==> src/rtl/uart_cmd_framer.sv <==
// Command framer: packs BYTES received UART bytes (MSB first) into one command
// word and queues completed commands in a DEPTH-entry FIFO.
module uart_cmd_framer #(
    parameter int unsigned BYTES   = 2,
    parameter int unsigned DEPTH   = 4,
    parameter int unsigned TIMEOUT = 0
) (
    input  logic                     clk,
    input  logic                     rst,
    input  logic                     rx_rdy,
    input  logic [7:0]               rx_data,
    output logic                     rx_clr_rdy,
    input  logic                     clr_cmd_rdy,
    output logic                     cmd_rdy,
    output logic [8*BYTES-1:0]       cmd,
    output logic [$clog2(DEPTH):0]   cmd_cnt,
    output logic                     overflow,
    output logic                     timeout_err
);

    localparam int unsigned W  = 8 * BYTES;
    localparam int unsigned AW = $clog2(DEPTH);
    localparam int unsigned BW = (BYTES > 1) ? $clog2(BYTES) : 1;
    localparam int unsigned TW = (TIMEOUT > 0) ? $clog2(TIMEOUT + 1) : 1;

    localparam logic [BW-1:0] BLAST = BW'(BYTES - 1);
    localparam logic [TW-1:0] TMAX  = TW'(TIMEOUT);
    localparam logic [TW-1:0] TLAST = TW'((TIMEOUT > 0) ? TIMEOUT - 1 : 0);
    localparam logic [AW:0]   FULL  = (AW + 1)'(DEPTH);

    typedef enum logic {
        IDLE,
        COLLECT
    } state_t;

    state_t         state, state_nx;
    logic [BW-1:0]  bcnt, bcnt_nx;
    logic [TW-1:0]  icnt, icnt_nx;
    logic           tmo_nx;
    logic           accept;
    logic           push;

    logic [W-1:0]   asm_q;
    logic [W-1:0]   word;

    logic [W-1:0]   mem [DEPTH];
    logic [AW-1:0]  wptr, rptr;
    logic [AW:0]    count;
    logic           full, pop_ok, push_ok, drop;

    assign rx_clr_rdy = rx_rdy & ~rst;
    assign accept     = rx_clr_rdy;

    // Older bytes simply fall off the top of the truncated shift, so the
    // assembly register never needs clearing between commands.
    assign word = W'({asm_q, rx_data});

    always_comb begin
        state_nx = state;
        bcnt_nx  = bcnt;
        icnt_nx  = icnt;
        tmo_nx   = 1'b0;
        push     = 1'b0;
        if (accept) begin
            icnt_nx = '0;
            if (bcnt == BLAST) begin
                push     = 1'b1;
                bcnt_nx  = '0;
                state_nx = IDLE;
            end else begin
                bcnt_nx  = bcnt + 1'b1;
                state_nx = COLLECT;
            end
        end else if (state == COLLECT) begin
            // icnt == TLAST here means this idle cycle brings the count to TIMEOUT.
            if ((TIMEOUT > 0) && (icnt == TLAST)) begin
                tmo_nx   = 1'b1;
                bcnt_nx  = '0;
                icnt_nx  = '0;
                state_nx = IDLE;
            end else if (icnt != TMAX) begin
                icnt_nx = icnt + 1'b1;
            end
        end
    end

    always_ff @(posedge clk) begin
        if (rst) begin
            state       <= IDLE;
            bcnt        <= '0;
            icnt        <= '0;
            timeout_err <= 1'b0;
        end else begin
            state       <= state_nx;
            bcnt        <= bcnt_nx;
            icnt        <= icnt_nx;
            timeout_err <= tmo_nx;
        end
    end

    always_ff @(posedge clk) begin
        if (rst) begin
            asm_q <= '0;
        end else if (accept) begin
            asm_q <= word;
        end
    end

    assign full    = (count == FULL);
    assign pop_ok  = clr_cmd_rdy && (count != '0);
    assign push_ok = push && (!full || pop_ok);
    assign drop    = push && full && !pop_ok;

    always_ff @(posedge clk) begin
        if (push_ok) begin
            mem[wptr] <= word;
        end
    end

    always_ff @(posedge clk) begin
        if (rst) begin
            wptr     <= '0;
            rptr     <= '0;
            count    <= '0;
            overflow <= 1'b0;
        end else begin
            if (push_ok) begin
                wptr <= wptr + 1'b1;
            end
            if (pop_ok) begin
                rptr <= rptr + 1'b1;
            end
            if (push_ok && !pop_ok) begin
                count <= count + 1'b1;
            end else if (pop_ok && !push_ok) begin
                count <= count - 1'b1;
            end
            if (drop) begin
                overflow <= 1'b1;
            end
        end
    end

    assign cmd     = mem[rptr];
    assign cmd_rdy = (count != '0);
    assign cmd_cnt = count;

endmodule

==> config.mk <==
export PLATFORM = sky130hd
export DESIGN_NAME = uart_cmd_framer
export DESIGN_NICKNAME = d
export VERILOG_FILES = /design/src/rtl/uart_cmd_framer.sv
export SDC_FILE = /design/constraint.sdc
export NUM_CORES = 1
export LEC_CHECK = 0
export ABC_AREA = 0
export BUFFER_PORTS_ARGS = -buffer_cell sky130_fd_sc_hd__buf_2
export CORE_UTILIZATION = 25
export CTS_BUF_LIST = sky130_fd_sc_hd__clkbuf_4 sky130_fd_sc_hd__clkbuf_8 sky130_fd_sc_hd__clkbuf_16
export DETAILED_ROUTE_END_ITERATION = 16
export PLACE_DENSITY = 0.38
export SYNTH_ARGS = -nofsm -noshare
export SYNTH_HDL_FRONTEND = slang
export SYNTH_SLANG_ARGS = --single-unit
==> constraint.sdc <==
create_clock -name clk -period 2.9 [get_ports clk]
set_clock_uncertainty 0.15 [all_clocks]
set_input_delay 0.145 -clock clk [delete_from_list [all_inputs] [get_ports clk]]
set_output_delay 0.145 -clock clk [all_outputs]
set_load 0.01 [all_outputs]
# Word-level counts from Yosys, hierarchy flattened
# Memory sizes are Yosys's and may differ from the RTL's. A register that Yosys moved wholly into a read port is not among the register bits.
# Index checks and enable logic that the tools add are counted.
[totals]
reg_bits = 17
ramBits = 64
input_bits = 12
out_inout_bits = 23
wordCells = 36
memories = 1
[mem_list]
columns = ["memory", "depth", "width", "rd", "rd_ports_with_merged_regs", "wr", "line", "source"]
rows = [
  ["mem", 4, 16, 1, 1, 1, "46", "logic [W-1:0] mem [DEPTH];"],
]
[classes]
add_sub_neg = 5
eq_ne = 1
n_mux = 9
bitwise_logic = 2
reduce_logical = 12
[ops]
columns = ["operator", "n"]
rows = [
  ["1-bit logical AND", 6],
  ["3-bit two-way mux", 2],
  ["1-bit two-way mux", 5],
  ["2-bit by 1-bit adder with 2-bit output, second input constant", 2],
  ["2-bit two-way mux", 2],
  ["3-bit by 1-bit adder with 3-bit output, second input constant", 1],
  ["3-bit equality test, second input constant", 1],
  ["1-bit zero test", 3],
  ["3-bit nonzero test", 1],
  ["3-bit by 1-bit subtractor with 3-bit output, second input constant", 1],
  ["2-bit nonzero test", 1],
  ["1-bit adder, second input constant", 1],
  ["1-bit bitwise AND", 1],
  ["1-bit logical OR", 1],
  ["1-bit NOT", 1],
]

# Longest topological paths before layout
[depth]
word_depth = 8
ltp_mapped = 8
ltp_nobuf = 8

# Least setup slack after synthesis
# OpenSTA, ideal clock, no wires.
[synth_path]
kind = "flip-flop to flip-flop"
start = "register count[0], in the netlist cmd_cnt[0]"
end = "register count[2], in the netlist cmd_cnt[2]"
setup_time_ns = 0.071
t_arrival_ns = 1.941
t_required_ns = 2.679
setup_slack_ns = 0.738
stages_incl_launch_ff = 9
path_buffers = 0
synth_period_minus_slack_ns = 2.162
cell_sequence = "dfxtp_1 -> nor4b_2 -> nor2_1 -> ha_1 -> inv_1 -> fa_1 -> xor2_1 -> or3_1 -> a21oi_1"
[synth_between]
elab_chain_len = 7
word_cells_on_any_way = 15
cone_classes = "add/sub: 2; eq/ne: 1; mux: 2; reduce/logical: 10"
[synth_rtl]
columns = ["element", "line", "source"]
rows = [
  ["start: declaration", "48", "logic [AW:0] count;"],
  ["start signal: assignment", "134", "count <= count + 1'b1;"],
  ["start signal: assignment", "136", "count <= count - 1'b1;"],
  ["3-bit equality test / 3-bit nonzero test (equally long branches)", "109, 110", ""],
  ["1-bit zero test / 1-bit logical AND (equally long branches)", "111, 110", ""],
  ["1-bit logical OR (*)", "111", "assign push_ok = push && (!full || pop_ok);"],
  ["1-bit logical AND (*)", "111", ""],
  ["via push_ok", "49", "logic full, pop_ok, push_ok, drop;"],
  ["1-bit zero test", "135", "end else if (pop_ok && !push_ok) begin"],
  ["1-bit logical AND", "135", ""],
  ["2-bit nonzero test (no line)", "--", ""],
]
# Mark *: on every way through the listed nets, which the timed path passes. The rest lies on a longest branch. The select of a mux whose other input is x is not followed.
# A chain may end at the register's enable or synchronous reset.

# Worst setup path after layout
[layout_path]
start = "register count[1], in the netlist cmd_cnt[1]"
end = "register count[2], in the netlist cmd_cnt[2]"
# The elaborated chain is that of the path after synthesis.

==> flow_metrics.py <==
metrics = {
    "run_status": {
        "outcome": "complete, no violations",
    },
    "floorplanning": {
        "die_y_um": 114.4,
        "die_area_um2": 13090,
        "die_w_um": 114.4,
        "core_region_area_um2": 12160,
        "initial_core_util": 0.2598,
        "ios": 35,
        "rows": 40,
    },
    "min_path": {
        "hp-class": "input port to flop",
    },
    "drt": {
        "via_per_inst": 4.069,
        "dr.pass1.iters": 4,
        "vias": 1595,
        "drc_errors": 0,
        "ant_nets": 0,
        "drtIter0Drc": 51,
        "drt-total-wl_mm": 6.172,
        "avgRoutedWirePerCell_um": 15.74,
    },
    "grt": {
        "grt_pass1_wl_mm": 9.749,
        "track_usage": 0.1051,
        "grt_max_degree": 22,
        "grt_antenna_before_repair": 0,
        "grt_overflow_total": 0,
        "grt_pass1_vias": 1674,
    },
    "sta": {
        "slew_viol_final": 0,
        "finalWorstSetupSlack_ns": 0.6326,
        "finalHoldViolCount": 0,
        "period_needed_ns": 2.267,
        "clock.fmax_mhz": 441.0,
        "rsz0062_at_grt": "false",
        "fin_crit_sh": 0.7819,
        "tns_ns": 0,
        "setup_violations": 0,
    },
    "cts": {
        "postCtsSetupBuffers": 0,
        "root_buffer": "clkbuf_16",
        "cts_tree": "done",
        "cts_resized": 0,
        "clk_path_buf_depth": 2,
        "clkSlewWorstSetupHoldPaths_ns": 0.06,
        "cts.sinks": 83,
        "hold_buffers": 8,
        "clock_latency_ns": 0.33,
        "htreeDepth": 3,
        "cts_buffers": 9,
    },
    "power_and_ir_drop": {
        "sw_frac_of_total": 0.2496,
        "cellPowerDensity_nw_per_um2": 827.7,
        "leakagePower_nw": 1.407,
        "seqPwrFrac": 0.431,
        "p_switching_mw": 0.8136,
        "pwr-share-comb": 0.193,
        "p_int_mw": 2.447,
        "clkPwrFrac": 0.375,
        "irDropWorstVdd_uv": 347.1,
    },
    "critical_path": {
        "cp-end-kind": "flop",
        "worstSetupPathType": "flop to flop",
        "cpLargestDelayFamily": "simple AND/OR/NAND/NOR gates",
        "critPathArrivalTime_ns": 2.37,
        "crit_path_start_kind": "flop",
        "crit_fanout": 8,
        "worst-path-buf-inv": 1,
        "max_stage_delay_ns": 0.52,
        "cp_slowest_cell": "dfxtp_1",
        "crit_chain": "nor4b_2 > nor2_1 > ha_1 > inv_1 > fa_1 > xor2_1 > or3_1 > a21oi_1",
        "worstPathRequired_ns": 3.01,
    },
    "synthesis": {
        "ys_seq_area_frac": 0.7287,
        "syn_area_per_cell_um2": 18.69,
        "synth-warning-count": 0,
        "syn_nets": 187,
        "syn_area_um2": 3159,
        "yosysUniqueCellTypes": 29,
        "synth_cells": 169,
        "synth-seq-cells": 83,
    },
    "finish": {
        "drive_gt1_frac": 0.3304,
        "syn_to_final_growth_pct": 24.67,
        "finalNetCount": 237,
        "antenna-diode-count": 0,
    },
    "placed_design": {
        "pre_cts_slack_ns": 0.6153,
        "port_buffers": 33,
        "routabilityCongestion": 0.6600,
        "place_hpwl_mm": 3.718,
    },
    "flow_run": {
        "maxCapViolations": 0,
    },
}
[final timing paths]
kind                            from  slack, ns                      end  cells after the start
max reg2reg  cmd_cnt[1]$_SDFFE_PP0P_       0.63  cmd_cnt[2]$_SDFFE_PP0P_                      8
min                      clr_cmd_rdy       0.07                     flop                      4
min reg2reg    overflow$_SDFFE_PP0P_       0.33    overflow$_SDFFE_PP0P_                      2
max          cmd_cnt[1]$_SDFFE_PP0P_       0.63  cmd_cnt[2]$_SDFFE_PP0P_                      8
[through the flow]
| stage | power [mW] | hold slack (ns) | utilization | std cells | cell area [um^2] |
|---|---|---|---|---|---|
| 5_1_grt | 3.415 | 0.08721 | 0.3239 | 392 | 3939 |
| 6_report | 3.260 | 0.06806 | 0.3239 | 392 | 3939 |
| 3_5_place_dp | 2.077 | 0.2621 | 0.2907 | 368 | 3536 |
| 4_1_cts | 3.321 | 0.05854 | 0.3239 | 392 | 3939 |
| 3_3_place_gp | 2.075 | 0.2584 | 0.2907 | 368 | 3536 |
| 2_1_floorplan | 1.873 | 0.09387 | - | 169 | 3159 |
[kinds of logic (layout without fill, tap and decap cells)]
family                     after synthesis  count (layout)  share of synthesized area
other                                    1               1                   0.001187
buffers and inverters                   12              67                    0.01980
AOI/OAI and AO/OA                        8               8                    0.01703
adders and majority gates                6               6                    0.02614
muxes                                   25              25                     0.1426
xor gates and xnor gates                 5               5                    0.01386
DFF                                     83              83                     0.7287
and+or+nand+nor                         29              29                    0.05070
[cells in the mapped netlist, drive strengths merged]
cell type  count  area, um^2
a21oi          3       15.01
and3           4       25.02
and3b          1       8.760
buf            5       36.28
clkbuf         4       15.01
conb           1       3.750
dfxtp         19       380.4
edfxtp        64        1922
fa             1       20.02
ha             5       62.56
inv            3       11.26
mux2i          9       90.09
mux4          16       360.4
nand3          2       10.01
nand3b         1       7.510
nor2          16       60.06
nor2b          1       6.260
nor4b          1       15.01
o21ai          2       10.01
o311ai         1       8.760
o31ai          2       20.02
or3            2       13.77
or4b           1       13.76
xnor2          1       8.760
xor2           4       35.03
[worst register-to-register path, delay by kind of cell (launching register included)]
family	cells	cell delay (ns)
AO/OA/AOI/OAI	1	0.14
adder cells (fa/ha/maj)	2	0.58
XOR/XNOR	1	0.16
AND/OR/NAND/NOR	3	0.60
buffers and inverters	1	0.06
flip-flops	1	0.52
[area by class of cell]
type	count	area [um^2]
Clock buffer	11	246.5
Timing Repair Buffer	48	297.8
Sequential cell	83	2302
Tap cell	168	210.2
Inverter	3	11.26
Fill cell	1195	8223
Multi-Input combinational cell	74	794.5
Clock inverter	5	76.32
[cell usage in the layout, fill, tap and decap left out, drive strengths merged, types with 5 or more instances in the layout]
cell	instances
mux2i	9
buf	40
dlygate4sd3	8
dfxtp	19
nor2	16
mux4	16
edfxtp	64
ha	5
clkbuf	11
[registers in the layout, indices dropped and copies added (netlist names), named ones only]
register  flops
mem          64
rptr          2
cmd_cnt       3
asm_q         8
bcnt          1
wptr          2
overflow      1
[power by group through the flow]
stage          combinational (mW)  sequential (mW)  clock (mW)
2_1_floorplan               0.447             1.43           0
3_3_place_gp                0.644             1.43           0
3_5_place_dp                0.644             1.43           0
4_1_cts                     0.654             1.41        1.26
5_1_grt                     0.697             1.42        1.30
6_report                    0.630             1.41        1.22
[metal layers]
| layer | global-route usage | vias up | part of all wire |
|---|---|---|---|
| met5 | 0 | - | 0 |
| met4 | 0.05974 | 0 | 0.018 |
| met3 | 0.02065 | 8 | 0.026 |
| met2 | 0.1612 | 28 | 0.47 |
| met1 | 0.1392 | 810 | 0.49 |
| li1 | - | 749 | - |
Power figures use the tool's default switching activity.
